===== src/rtl/rx_fifo_pkg.sv =====
// Shared constants for the USB receive FIFO.
// Default geometry and count-width derivation.
package rx_fifo_pkg;

  localparam int DEF_FIFO_DEPTH = 64;
  localparam int DEF_ADDR_WIDTH = 6;
  localparam int NUM_W          = 16;

  // One extra bit so the count can hold FIFO_DEPTH itself
  function automatic int cnt_width(input int addr_w);
    return addr_w + 1;
  endfunction

endpackage


===== src/rtl/rx_fifo_dpmem.sv =====
// Byte storage for the receive FIFO.
// One clocked write port, one asynchronous read port.
module rx_fifo_dpmem
  import rx_fifo_pkg::*;
#(
  parameter int DEPTH = DEF_FIFO_DEPTH,
  parameter int AW    = DEF_ADDR_WIDTH
) (
  input  logic          clk,
  input  logic          we,
  input  logic [AW-1:0] waddr,
  input  logic [7:0]    wdata,
  input  logic [AW-1:0] raddr,
  output logic [7:0]    rdata
);

  logic [7:0] mem_q [DEPTH];

  // Contents are never cleared; only pointers define validity
  always_ff @(posedge clk) begin
    if (we) mem_q[waddr] <= wdata;
  end

  assign rdata = mem_q[raddr];

endmodule


===== src/rtl/rx_fifo_buffer.sv =====
// Show-ahead receive FIFO between USB RX path and bus.
// Pointer/count control; storage lives in rx_fifo_dpmem.
module rx_fifo_buffer
  import rx_fifo_pkg::*;
#(
  parameter int FIFO_DEPTH = DEF_FIFO_DEPTH,
  parameter int ADDR_WIDTH = DEF_ADDR_WIDTH
) (
  input  logic              busClk,
  input  logic              rstSyncToBusClk,
  input  logic [7:0]        dataIn,
  input  logic              fifoWEn,
  input  logic              fifoREn,
  input  logic              forceEmpty,
  output logic [7:0]        dataOut,
  output logic [NUM_W-1:0]  numElementsInFifo,
  output logic              fifoFull,
  output logic              fifoEmpty,
  output logic              overflow,
  output logic              underflow
);

  localparam int CW = cnt_width(ADDR_WIDTH);
  localparam logic [CW-1:0] FULL_CNT = CW'(FIFO_DEPTH);

  logic [ADDR_WIDTH-1:0] wr_ptr_q, wr_ptr_d;
  logic [ADDR_WIDTH-1:0] rd_ptr_q, rd_ptr_d;
  logic [CW-1:0]         count_q, count_d;
  logic                  ovf_q, ovf_d;
  logic                  udf_q, udf_d;
  logic                  full, empty;
  logic                  wr_ok, rd_ok;
  logic                  mem_we;
  logic [7:0]            mem_rdata;

  assign full  = count_q == FULL_CNT;
  assign empty = count_q == '0;

  // Acceptance: a flush swallows both strobes
  always_comb begin
    rd_ok  = fifoREn && !empty && !forceEmpty;
    wr_ok  = fifoWEn && (!full || fifoREn)
             && !forceEmpty;
    mem_we = wr_ok && !rstSyncToBusClk;
  end

  // Next pointer, count and error-pulse state
  always_comb begin
    wr_ptr_d = wr_ptr_q;
    rd_ptr_d = rd_ptr_q;
    count_d  = count_q;
    ovf_d    = 1'b0;
    udf_d    = 1'b0;
    if (forceEmpty) begin
      wr_ptr_d = '0;
      rd_ptr_d = '0;
      count_d  = '0;
    end else begin
      if (wr_ok) wr_ptr_d = wr_ptr_q + ADDR_WIDTH'(1);
      if (rd_ok) rd_ptr_d = rd_ptr_q + ADDR_WIDTH'(1);
      case ({wr_ok, rd_ok})
        2'b10:   count_d = count_q + CW'(1);
        2'b01:   count_d = count_q - CW'(1);
        default: count_d = count_q;
      endcase
      ovf_d = fifoWEn && !wr_ok;
      udf_d = fifoREn && empty;
    end
  end

  // Register control state; reset beats flush and strobes
  always_ff @(posedge busClk) begin
    if (rstSyncToBusClk) begin
      wr_ptr_q <= '0;
      rd_ptr_q <= '0;
      count_q  <= '0;
      ovf_q    <= 1'b0;
      udf_q    <= 1'b0;
    end else begin
      wr_ptr_q <= wr_ptr_d;
      rd_ptr_q <= rd_ptr_d;
      count_q  <= count_d;
      ovf_q    <= ovf_d;
      udf_q    <= udf_d;
    end
  end

  rx_fifo_dpmem #(
    .DEPTH (FIFO_DEPTH),
    .AW    (ADDR_WIDTH)
  ) u_mem (
    .clk   (busClk),
    .we    (mem_we),
    .waddr (wr_ptr_q),
    .wdata (dataIn),
    .raddr (rd_ptr_q),
    .rdata (mem_rdata)
  );

  assign dataOut           = empty ? 8'h00 : mem_rdata;
  assign numElementsInFifo = NUM_W'(count_q);
  assign fifoFull          = full;
  assign fifoEmpty         = empty;
  assign overflow          = ovf_q;
  assign underflow         = udf_q;

endmodule


===== config.mk =====
export PLATFORM = sky130hd
export DESIGN_NAME = rx_fifo_buffer
export DESIGN_NICKNAME = d
export VERILOG_FILES = /design/src/rtl/rx_fifo_pkg.sv /design/src/rtl/rx_fifo_dpmem.sv /design/src/rtl/rx_fifo_buffer.sv
export SDC_FILE = /design/constraint.sdc
export NUM_CORES = 1
export LEC_CHECK = 0
export CAP_MARGIN = 20
export CORE_MARGIN = 2
export CORE_UTILIZATION = 62
export CTS_CLUSTER_SIZE = 16
export DETAILED_ROUTE_END_ITERATION = 8
export GPL_ROUTABILITY_DRIVEN = 0
export PLACE_DENSITY = 0.79
export SETUP_SLACK_MARGIN = 0.1
export SLEW_MARGIN = 20
export SYNTH_ARGS = -nofsm -noshare
export SYNTH_HDL_FRONTEND = slang
export SYNTH_SLANG_ARGS = --single-unit

===== constraint.sdc =====
create_clock -name busClk -period 3.5 [get_ports busClk]
set_clock_uncertainty 0.1 [all_clocks]
set_input_delay 0.35 -clock busClk [delete_from_list [all_inputs] [get_ports busClk]]
set_output_delay 0.35 -clock busClk [all_outputs]
set_load 0.01 [all_outputs]

# Yosys cells after proc, flatten, opt, wreduce, memory -nomap -nowiden
# Memories as Yosys holds them, arrays and structs flattened. A register that Yosys moved wholly into a read port is not among the register bits.
# Index checks and enable logic that the tools add are counted.
# totals
reg_bits	21
in_bits	13
memories	1
elab_cells	35
out_inout_bits	28
ramBits	512
# classes
n_reduce_logical	16
add_sub_neg	4
muxes	6
eq_ne	3
# memory_table
memory	depth	width	rd	rd_clocked_by_memory_dff	wr	line	text
u_mem.mem_q	64	8	1	1	1	rx_fifo_dpmem.sv:17	logic [7:0] mem_q [DEPTH];
# ops
op	n
one-hot mux 7 bit (2 select lines)	1
adder 6 x 1 -> 6 bit (second input constant)	2
2-to-1 mux 6 bit	2
2-to-1 mux 8 bit	1
adder 7 x 1 -> 7 bit (second input constant)	1
equality test 7 bit (second input constant)	1
logical AND 1 bit	7
zero test 7 bit	1
subtractor 7 x 1 -> 7 bit (second input constant)	1
zero test 1 bit	5
equality test 2 x 1 -> 1 bit (second input constant)	1
equality test 2 bit (second input constant)	1
2-to-1 mux 1 bit	2
nonzero test 2 bit	1
OR reduction 2 bit	1
logical OR 1 bit	1

# Depth between registers and ports, before layout
# Gate-level depths: netlist of run 1.
# logic_depth
depth_word	8
depth_mapped	12
depth_no_buf	11

# Cells and area by module
# A second synthesis of run 1 with hierarchy kept.
# hier_totals
cells_unflattened	1086
area_unflattened_um2	21323.0
# by_module_without_submodules
mod	seq_area_each_um2	area_each_um2	cells_each	instances
rx_fifo_dpmem	15374.7	20006.7	932	1
rx_fifo_buffer	420.4	1316.3	154	1

# Least setup slack after synthesis of run 1
# No wires, ideal clock.
# synth_timing
kind	reg-to-reg
startpoint	reg count_q[0]
endpoint	reg count_q[4]
required_ns	3.329
setup_time_ns	0.071
path_buffers	1
stages_incl_launch_ff	13
arrival_time_ns	2.806
synth_period_minus_slack_ns	2.977
setup_slack_ns	0.523
cell_sequence	dfxtp_1 -> nor4_2 -> a41o_1 -> buf_2 -> or2_2 -> ha_1 -> inv_1 -> fa_1 -> nor2b_1 -> o21a_1 -> nor3_1 -> or3_1 -> a21oi_1
# synth_via
elab_chain_len	7
word_cells_on_any_way	15
cone_classes	add/sub (2); eq/ne (3); mux (1); reduce/logical (9)
# synth_lines
element	line	text
from (decl)	rx_fifo_buffer.sv:28	logic [CW-1:0] count_q, count_d;
from (signal assigned)	rx_fifo_buffer.sv:82	count_q <= count_d;
equality test 7 bit	rx_fifo_buffer.sv:36	assign full = count_q == FULL_CNT;
zero test 1 bit	rx_fifo_buffer.sv:42	wr_ok = fifoWEn && (!full || fifoREn)
logical OR 1 bit	rx_fifo_buffer.sv:42	
logical AND 1 bit	rx_fifo_buffer.sv:42	
logical AND 1 bit	rx_fifo_buffer.sv:43	&& !forceEmpty;
equality test 2 x 1 -> 1 bit / equality test 2 bit (equally long branches)	rx_fifo_buffer.sv:61	case ({wr_ok, rd_ok})
one-hot mux 7 bit (2 select lines) / nonzero test 2 bit (equally long branches)	--	
# Parallel ways exist; a longest one is shown, timed or not.
# A chain may end at the register's enable or synchronous reset.

==> reports/summary.md, run 1 <==
Number of inserted diodes: 0. The shortest period the worst path allows was 3.41 ns. In the routed design, unresolved DRC markers number 0.

The flip-flop and latch count after synthesis was 539. At the pin with the least slew margin, the transition time is 0.993 ns. TritonCTS built the clock tree. Before antenna repair, the detailed router went through 5 iterations.

The die outline height came out at 189 um. Buffers placed on the I/O ports in this run total 31. Setup slack on the critical path of the routed design comes to 0.0940 ns.

Setup violations remaining at the end of the flow were counted as 0. For the met3 track demand over resource, the log shows 0.0490. The library cells used most frequently in the layout, excluding fill and tap cells, are edfxtp_1, mux4_2, buf_4, nor2_1, clkbuf_16. The met1 track demand over resource is 0.400. In the synthesized netlist the dominant register cell turns out to be edfxtp_1. Counting distinct cell types in the post-synthesis netlist gives 55. Clock-pin slew was measured on the worst setup and hold paths at 0.06 ns. The wire-length estimate of the detail-placed layout is 29700 um.

The routed wirelength normalized by instance count works out to 29.8 um. The end point of the worst hold path was u_mem.mem_q[49][7]. Total power for the finished layout comes to 12.5 mW. For the iteration-0 DRC count of the detailed router, the log shows 1589. The max-capacitance violation count was 0.

The number of buffers inserted during clock tree synthesis is 51. The number of antenna violations at the first check in global routing is 2. The logs give 294 MHz for the upper clock frequency limit and 1059 for the cell count after synthesis. Counting every sink on the clock net gives 539. The most common library cell in the layout ignoring fill and taps is edfxtp_1. The max-slew violation total from the final report came out at 0.

The run finished with clean final reports. The combined global-route utilization of all metal layers was 0.295; the worst IR drop on VDD was 0.000560 V. The first global-routing pass estimated 75300 um of wire.

The mean instance size in the synthesized netlist is 19.9 um^2. Final wirelength: 51100 um. In the post-synthesis netlist, the biggest area contributors are edfxtp_1, mux4_2, dfxtp_1, nor2_1, a22oi_1. The worst hold margin was 0.255 ns.

Of all nets on the critical path, the largest fanout is 10. For the fraction of met2 tracks used by global routing, the log shows 0.479. For the number of global-route vias before repair, the log shows 11655. Layout cell share with drive strength beyond 1: 0.309. Power spread over the standard cell area amounts to 507 mW/mm^2. The count of flip-flops with a built-in enable after synthesis is 512, and the cell depth of the worst flop-to-flop path is 11. The min-delay analysis places its worst path in the category in2reg. The endpoint identified for the worst register-to-register timing path is count_q[4]. The share of the synthesized area in the top cell type is 0.728, and the total negative slack for setup checks is 0 ns. The worst setup timing slack at the placement stage was 0.279 ns. The number of hold-slack violations in the final timing report came out at 0. Compared with the post-synthesis result, the final layout area differs by 16.9%.

The post-synthesis cell type with the largest combined area is edfxtp_1. The die covers 0.0355 mm^2. Data arrival time of the critical path: 2.96 ns.

For flop-to-flop paths, the worst setup slack is 0.35 ns. The startpoint identified for the worst register-to-register timing path is count_q[1]. The H-tree was split into 2 levels. In this run the remaining antenna-violating nets after routing total 0. 41 I/O pins were placed.

The critical path start-end classification is reg2out. Data on the critical path is required at its endpoint by 3.05 ns. The launch point of the worst hold path is dataIn[7]. The worst setup path is captured at an output port. The tools report the max-slew headroom at the worst pin as 0.338.

Entering global routing, the biggest net connects 65 pins. The logs give 3 for the worst-case clock buffer depth and 1840 for the total of fill cells in the finished design. The tools report the type of origin of the critical path as a register. In this run the cell area of the synthesized design comes to 0.0211 mm^2. The fraction of synthesis flops using an asynchronous set or reset pin was 0. The utilization after layout came out at 0.736.

The number of warning messages in the yosys log came out at 0. Setup repair after global routing could not meet its margin everywhere. The number of rows created at floorplan came out at 67.

After floorplanning, the core was sized to cover 0.0335 mm^2. Measured along the x axis, the die boundary spans 189 um. For the fraction of the yosys area taken by sequential cells, the log shows 0.754. The hold path depth came out at 1.

The cell sitting at the root of the clock tree is a clkbuf_16. The final-stage net count was 1248; the final clock period utilization by the worst path was 0.973. For the worst-skew pair, the clock arrives at the later sink with an insertion delay of 0.57 ns.

The detailed-route vias per instance is 6.73. For this run the aggregate overflow at the end of global routing stands at 0. In this run the most used layer during global routing was met2. The initial core utilization is 0.629. The tools report the via total after detailed routing as 11546. The static leakage power is 7.90 nW.
==> metal layers <==
metal	up-vias	wire [um]
li1	4668	-
met1	5910	18700
met2	822	25600
met3	146	4550
met4	0	2270
met5	-	0
==> cells in the mapped netlist (3+ instances only) <==
cell type and count:
a22oi_1 21, mux2_2 4, ha_1 8, nor4_1 3, inv_1 10, nand3_1 10, mux4_2 128, a22o_1 6
and3_1 3, mux2i_1 11, o221ai_1 7, nor2b_1 10, a221oi_1 7, nand2b_1 5, a21oi_1 10, clkbuf_1 21
dfxtp_1 27, buf_4 15, buf_2 19, edfxtp_1 512, o22ai_1 11, nand2_1 28, buf_1 6, o2111ai_1 3
nor3_1 13, nor2_1 96, o211ai_1 5, xnor2_1 5, nand3b_1 3, xor2_1 6, or3_1 5, o21ai_0 11
or2_2 4
==> through the flow <==
step           std cells  area [um^2]
3_5_place_dp        1603        22600
5_1_grt             1715        24700
4_1_cts             1708        24500
2_1_floorplan       1067        21100
6_report            1715        24700
3_3_place_gp        1603        22600
==> where the power goes <==
part	internal [mW]	total, mW	switching [mW]
combinational	0.0832	0.266	0.183
clock	2.90	5.19	2.28
sequential	7.06	7.06	0.00569
==> final cells by class <==
cell class	instances	area, um^2	area share
Clock inverter	31	191	0.00776
Timing Repair Buffer	169	1590	0.0643
Inverter	10	37.5	0.00152
Tap cell	448	561	0.0227
Sequential cell	539	15900	0.646
Clock buffer	63	1360	0.0553
Multi-Input combinational cell	455	5000	0.203
==> worst max path at each step <==
stage                from    endpoint  slack (ns)
2_1_floorplan  count_q[0]  count_q[4]        0.52
3_3_place_gp      fifoREn  count_q[4]        0.33
3_5_place_dp      fifoREn  count_q[4]        0.28
4_1_cts          register  dataOut[4]        0.04
5_1_grt          register  dataOut[2]        0.04
6_report         register  dataOut[2]        0.09
==> sequential cells by signal, summed over array words and instances (netlist names), named ones only <==
name         count
count_q          7
rd_ptr_q         6
overflow         1
wr_ptr_q         6
underflow        1
u_mem.mem_q    512
==> critical path, stage by stage, from the launching register on <==
cell,delay (ns)
dfxtp_4,0.36
buf_4,0.18
bufbuf_16,0.32
mux4_2,0.54
a22oi_2,0.20
nand2_1,0.12
a22oi_2,0.23
nand2_2,0.12
dlygate4sd2_1,0.32
==> cell families (layout without fill, tap and decap cells) <==
family | count (synthesis) | count (layout) | share of synthesized area
DFF | 539 | 539 | 0.754
and+or+nand+nor | 188 | 188 | 0.0407
muxes | 144 | 144 | 0.145
AOI/OAI and AO/OA | 94 | 94 | 0.0322
buffers and inverters | 73 | 273 | 0.0175
xor gates and xnor gates | 11 | 11 | 0.00456
adders and majority gates | 9 | 9 | 0.00569
other | 1 | 9 | 0.000178
==> what timing repair did <==
action / in CTS / in global routing
gates cloned: 5 / 1
pin swaps: 3 / 6
buffers inserted: 6 / 6
hold buffers: 0 / 0
endpoints found under the setup margin: 8 / 7
resized for setup: 38 / 21
Power figures use the tool's default switching activity.
==> inputs of run 2 (changes only) <==
--- a/config.mk
+++ b/config.mk
@@ -6,12 +6,13 @@
 export NUM_CORES = 1
 export LEC_CHECK = 0
 export CAP_MARGIN = 20
+export CELL_PAD_IN_SITES_DETAIL_PLACEMENT = 0
+export CELL_PAD_IN_SITES_GLOBAL_PLACEMENT = 1
 export CORE_MARGIN = 2
-export CORE_UTILIZATION = 62
+export CORE_UTILIZATION = 55
 export CTS_CLUSTER_SIZE = 16
 export DETAILED_ROUTE_END_ITERATION = 8
-export GPL_ROUTABILITY_DRIVEN = 0
-export PLACE_DENSITY = 0.79
+export PLACE_DENSITY_LB_ADDON = 0.1
 export SETUP_SLACK_MARGIN = 0.1
 export SLEW_MARGIN = 20
 export SYNTH_ARGS = -nofsm -noshare
==> reports/summary.md, run 2 (synthesis gave the netlist of run 1 again) <==
The run finished with clean final reports. The tools report the max-slew headroom at the worst pin as 0.305. The clock drives 539 sinks.

The tools report the type of element capturing the critical path as an output port. In this run the static leakage power is 8.11 nW. The cell sitting at the root of the clock tree is a clkbuf_16. The pin slew with the least headroom to its limit was 1.04 ns. At the end of the flow, the number of nets in the layout was 1283. Clock-pin slew was measured on the worst setup and hold paths at 0.06 ns. The worst setup path is of the reg2out kind.

In this run the tool buffered the top-level ports with 31 buffer cells. The routed wirelength normalized by instance count came out at 27.5 um. For the total negative slack for setup checks, the log shows 0 ns. Worst IR drop on VDD: 0.000458 V.

For the total of fill cells in the finished design, the log shows 2505. For this run the aggregate overflow at the end of global routing stands at 0. The worst path meets setup with 0.0855 ns of slack. Type of the worst min-delay path: in2reg. The upper clock frequency limit was 293 MHz; the wire length of the first global-routing pass was 73400 um. Setup violations remaining at the end of the flow were counted as 0. The floorplan step defined a die boundary enclosing 0.0400 mm^2.

The run gives 0.818 as the global placement routability congestion. Counting flops per register, the top entry is u_mem.mem_q. The die is 200 um wide. The run gives 0 as the max-slew violation total from the final report. After detailed routing, the number of vias per cell comes to 6.10. For the worst setup path, the data arrival time is 2.96 ns. The die outline height is 200 um, and the final clock period utilization by the worst path is 0.976.

Largest incremental delay on the critical path: 0.50 ns. The launch point of the worst hold path is dataIn[2]. Layout cell share with drive strength beyond 1: 0.330.

The largest individual stage delay along the critical path comes from the cell o211ai_1. The most common library cell in the layout ignoring fill and taps is edfxtp_1. The max-capacitance violation count was 0; the count of H-tree levels built during CTS was 2. The residual antenna-violating net count after detailed routing is 0, and the worst-case clock buffer depth is 3.

The run gives 1121 as the iteration-0 DRC count of the detailed router. For the worst-skew pair, the clock arrives at the later sink with an insertion delay of 0.60 ns. The maximum fanout along the worst path is 6, and the pin count of the biggest net entering global routing is 65.

Buffers inserted to repair hold after CTS numbered 0. The tools report the number of placed I/O pins as 41. Via total after detailed routing: 11078. TritonCTS built the clock tree. The top cell types in the final layout, fill and taps aside, are edfxtp_1, buf_4, mux4_2, nor2_1, clkbuf_16. In the final layout, the registers with the most flip-flops are u_mem.mem_q (512), count_q (7). The register with the most flip-flops in the layout has 512 of them. Overall power consumption after layout is estimated at 12.9 mW. The floorplan has 71 rows. The worst setup path is launched from a register. The run gives 1 as the number of antenna violations at the first check in global routing. The standard cell core area came out at 0.0378 mm^2. The run gives 0 as the number of hold-slack violations in the final timing report. The tools report the worst setup timing slack at the placement stage as 0.112 ns. Wires add up to 50000 um. Setup repair after global routing could not meet its margin everywhere. Once layout is complete, the cells apart from fillers number 1816. The launch point of the worst reg-to-reg path is count_q[0]. The signal on the critical path passes through buf_16 -> buf_12 -> mux4_2 -> mux2_4 -> o211ai_1 -> o221ai_2 -> buf_2. Once detailed placement completed, the half-perimeter wirelength came to 31100 um. The pre-antenna-repair detailed-routing pass consisted of 6 iterations. With fillers left out, the area of the finished cells amounts to 0.0251 mm^2. After layout, the minimum clock period comes to 3.41 ns. The tools report the number of global-route vias before repair as 11052.

The combined global-route utilization of all metal layers was 0.263; the cell area reported after detailed placement was 0.0228 mm^2. The total power divided by cell area works out to 515 mW/mm^2. After detailed routing, the number of remaining DRC violations is 0.

The initial core utilization was 0.559; the count of placed standard cells including taps was 1676. The tools report the data required time of the worst path as 3.05 ns. The tools report the number of buffers inserted during clock tree synthesis as 54. The layout-stage area growth over the synthesis result was 19.0%.
-- run 2: per-stage QoR --
stage | utilization | hold WS, ns
after floorplan | - | 0.349
after global placement | 0.604 | 0.393
after detailed placement | 0.604 | 0.406
after CTS | 0.662 | 0.140
after global routing | 0.665 | 0.163
final | 0.665 | 0.146
-- run 2: critical path, delay by kind of cell, from the launching register on --
family,cells,cell delay [ns]
AOI/OAI and AO/OA,2,0.71
muxes,2,0.75
DFF,1,0.45
buffers and inverters,3,0.45
-- run 2: worst paths after layout --
check	end	slack (ns)	cells past startpoint
worst min register to register	count_q[6]	0.41	2
worst min-delay path	u_mem.mem_q[42][2]	0.15	1
worst max-delay path	dataOut[1]	0.09	7
worst max register to register	count_q[6]	0.53	11
-- run 2: cell type report --
| class | instances | area, um^2 | share of cell area |
|---|---|---|---|
| repair buffers | 201 | 1790 | 0.0714 |
| clock buffers | 66 | 1400 | 0.0556 |
| diodes | 1 | 2.50 | 0.0000996 |
| clock inverters | 33 | 320 | 0.0128 |
| flip-flops and latches | 539 | 15900 | 0.634 |
| inverters | 10 | 37.5 | 0.00149 |
| well taps | 511 | 639 | 0.0255 |
| multi-input cells | 455 | 4990 | 0.199 |
-- run 2: routing by layer --
| metal | up-vias | wire [um] | global-route usage |
|---|---|---|---|
| li1 | 4736 | - | - |
| met1 | 5792 | 20400 | 0.380 |
| met2 | 467 | 24100 | 0.411 |
| met3 | 83 | 3990 | 0.0462 |
| met4 | 0 | 1480 | 0.0927 |
| met5 | - | 0 | 0 |
-- run 2: what timing repair did --
action / 4_1_cts / 5_1_grt
resized for setup: 71 / 17
setup buffers: 31 / 5
gates cloned: 4 / 0
setup endpoints to repair: 8 / 7
endpoints found under the hold margin: 0 / 0
pin swaps: 8 / 9
-- run 2: where the power goes --
group	internal (mW)	switching [mW]
combinational	0.0893	0.184
sequential	7.06	0.00515
clock	3.27	2.33
total	10.4	2.52
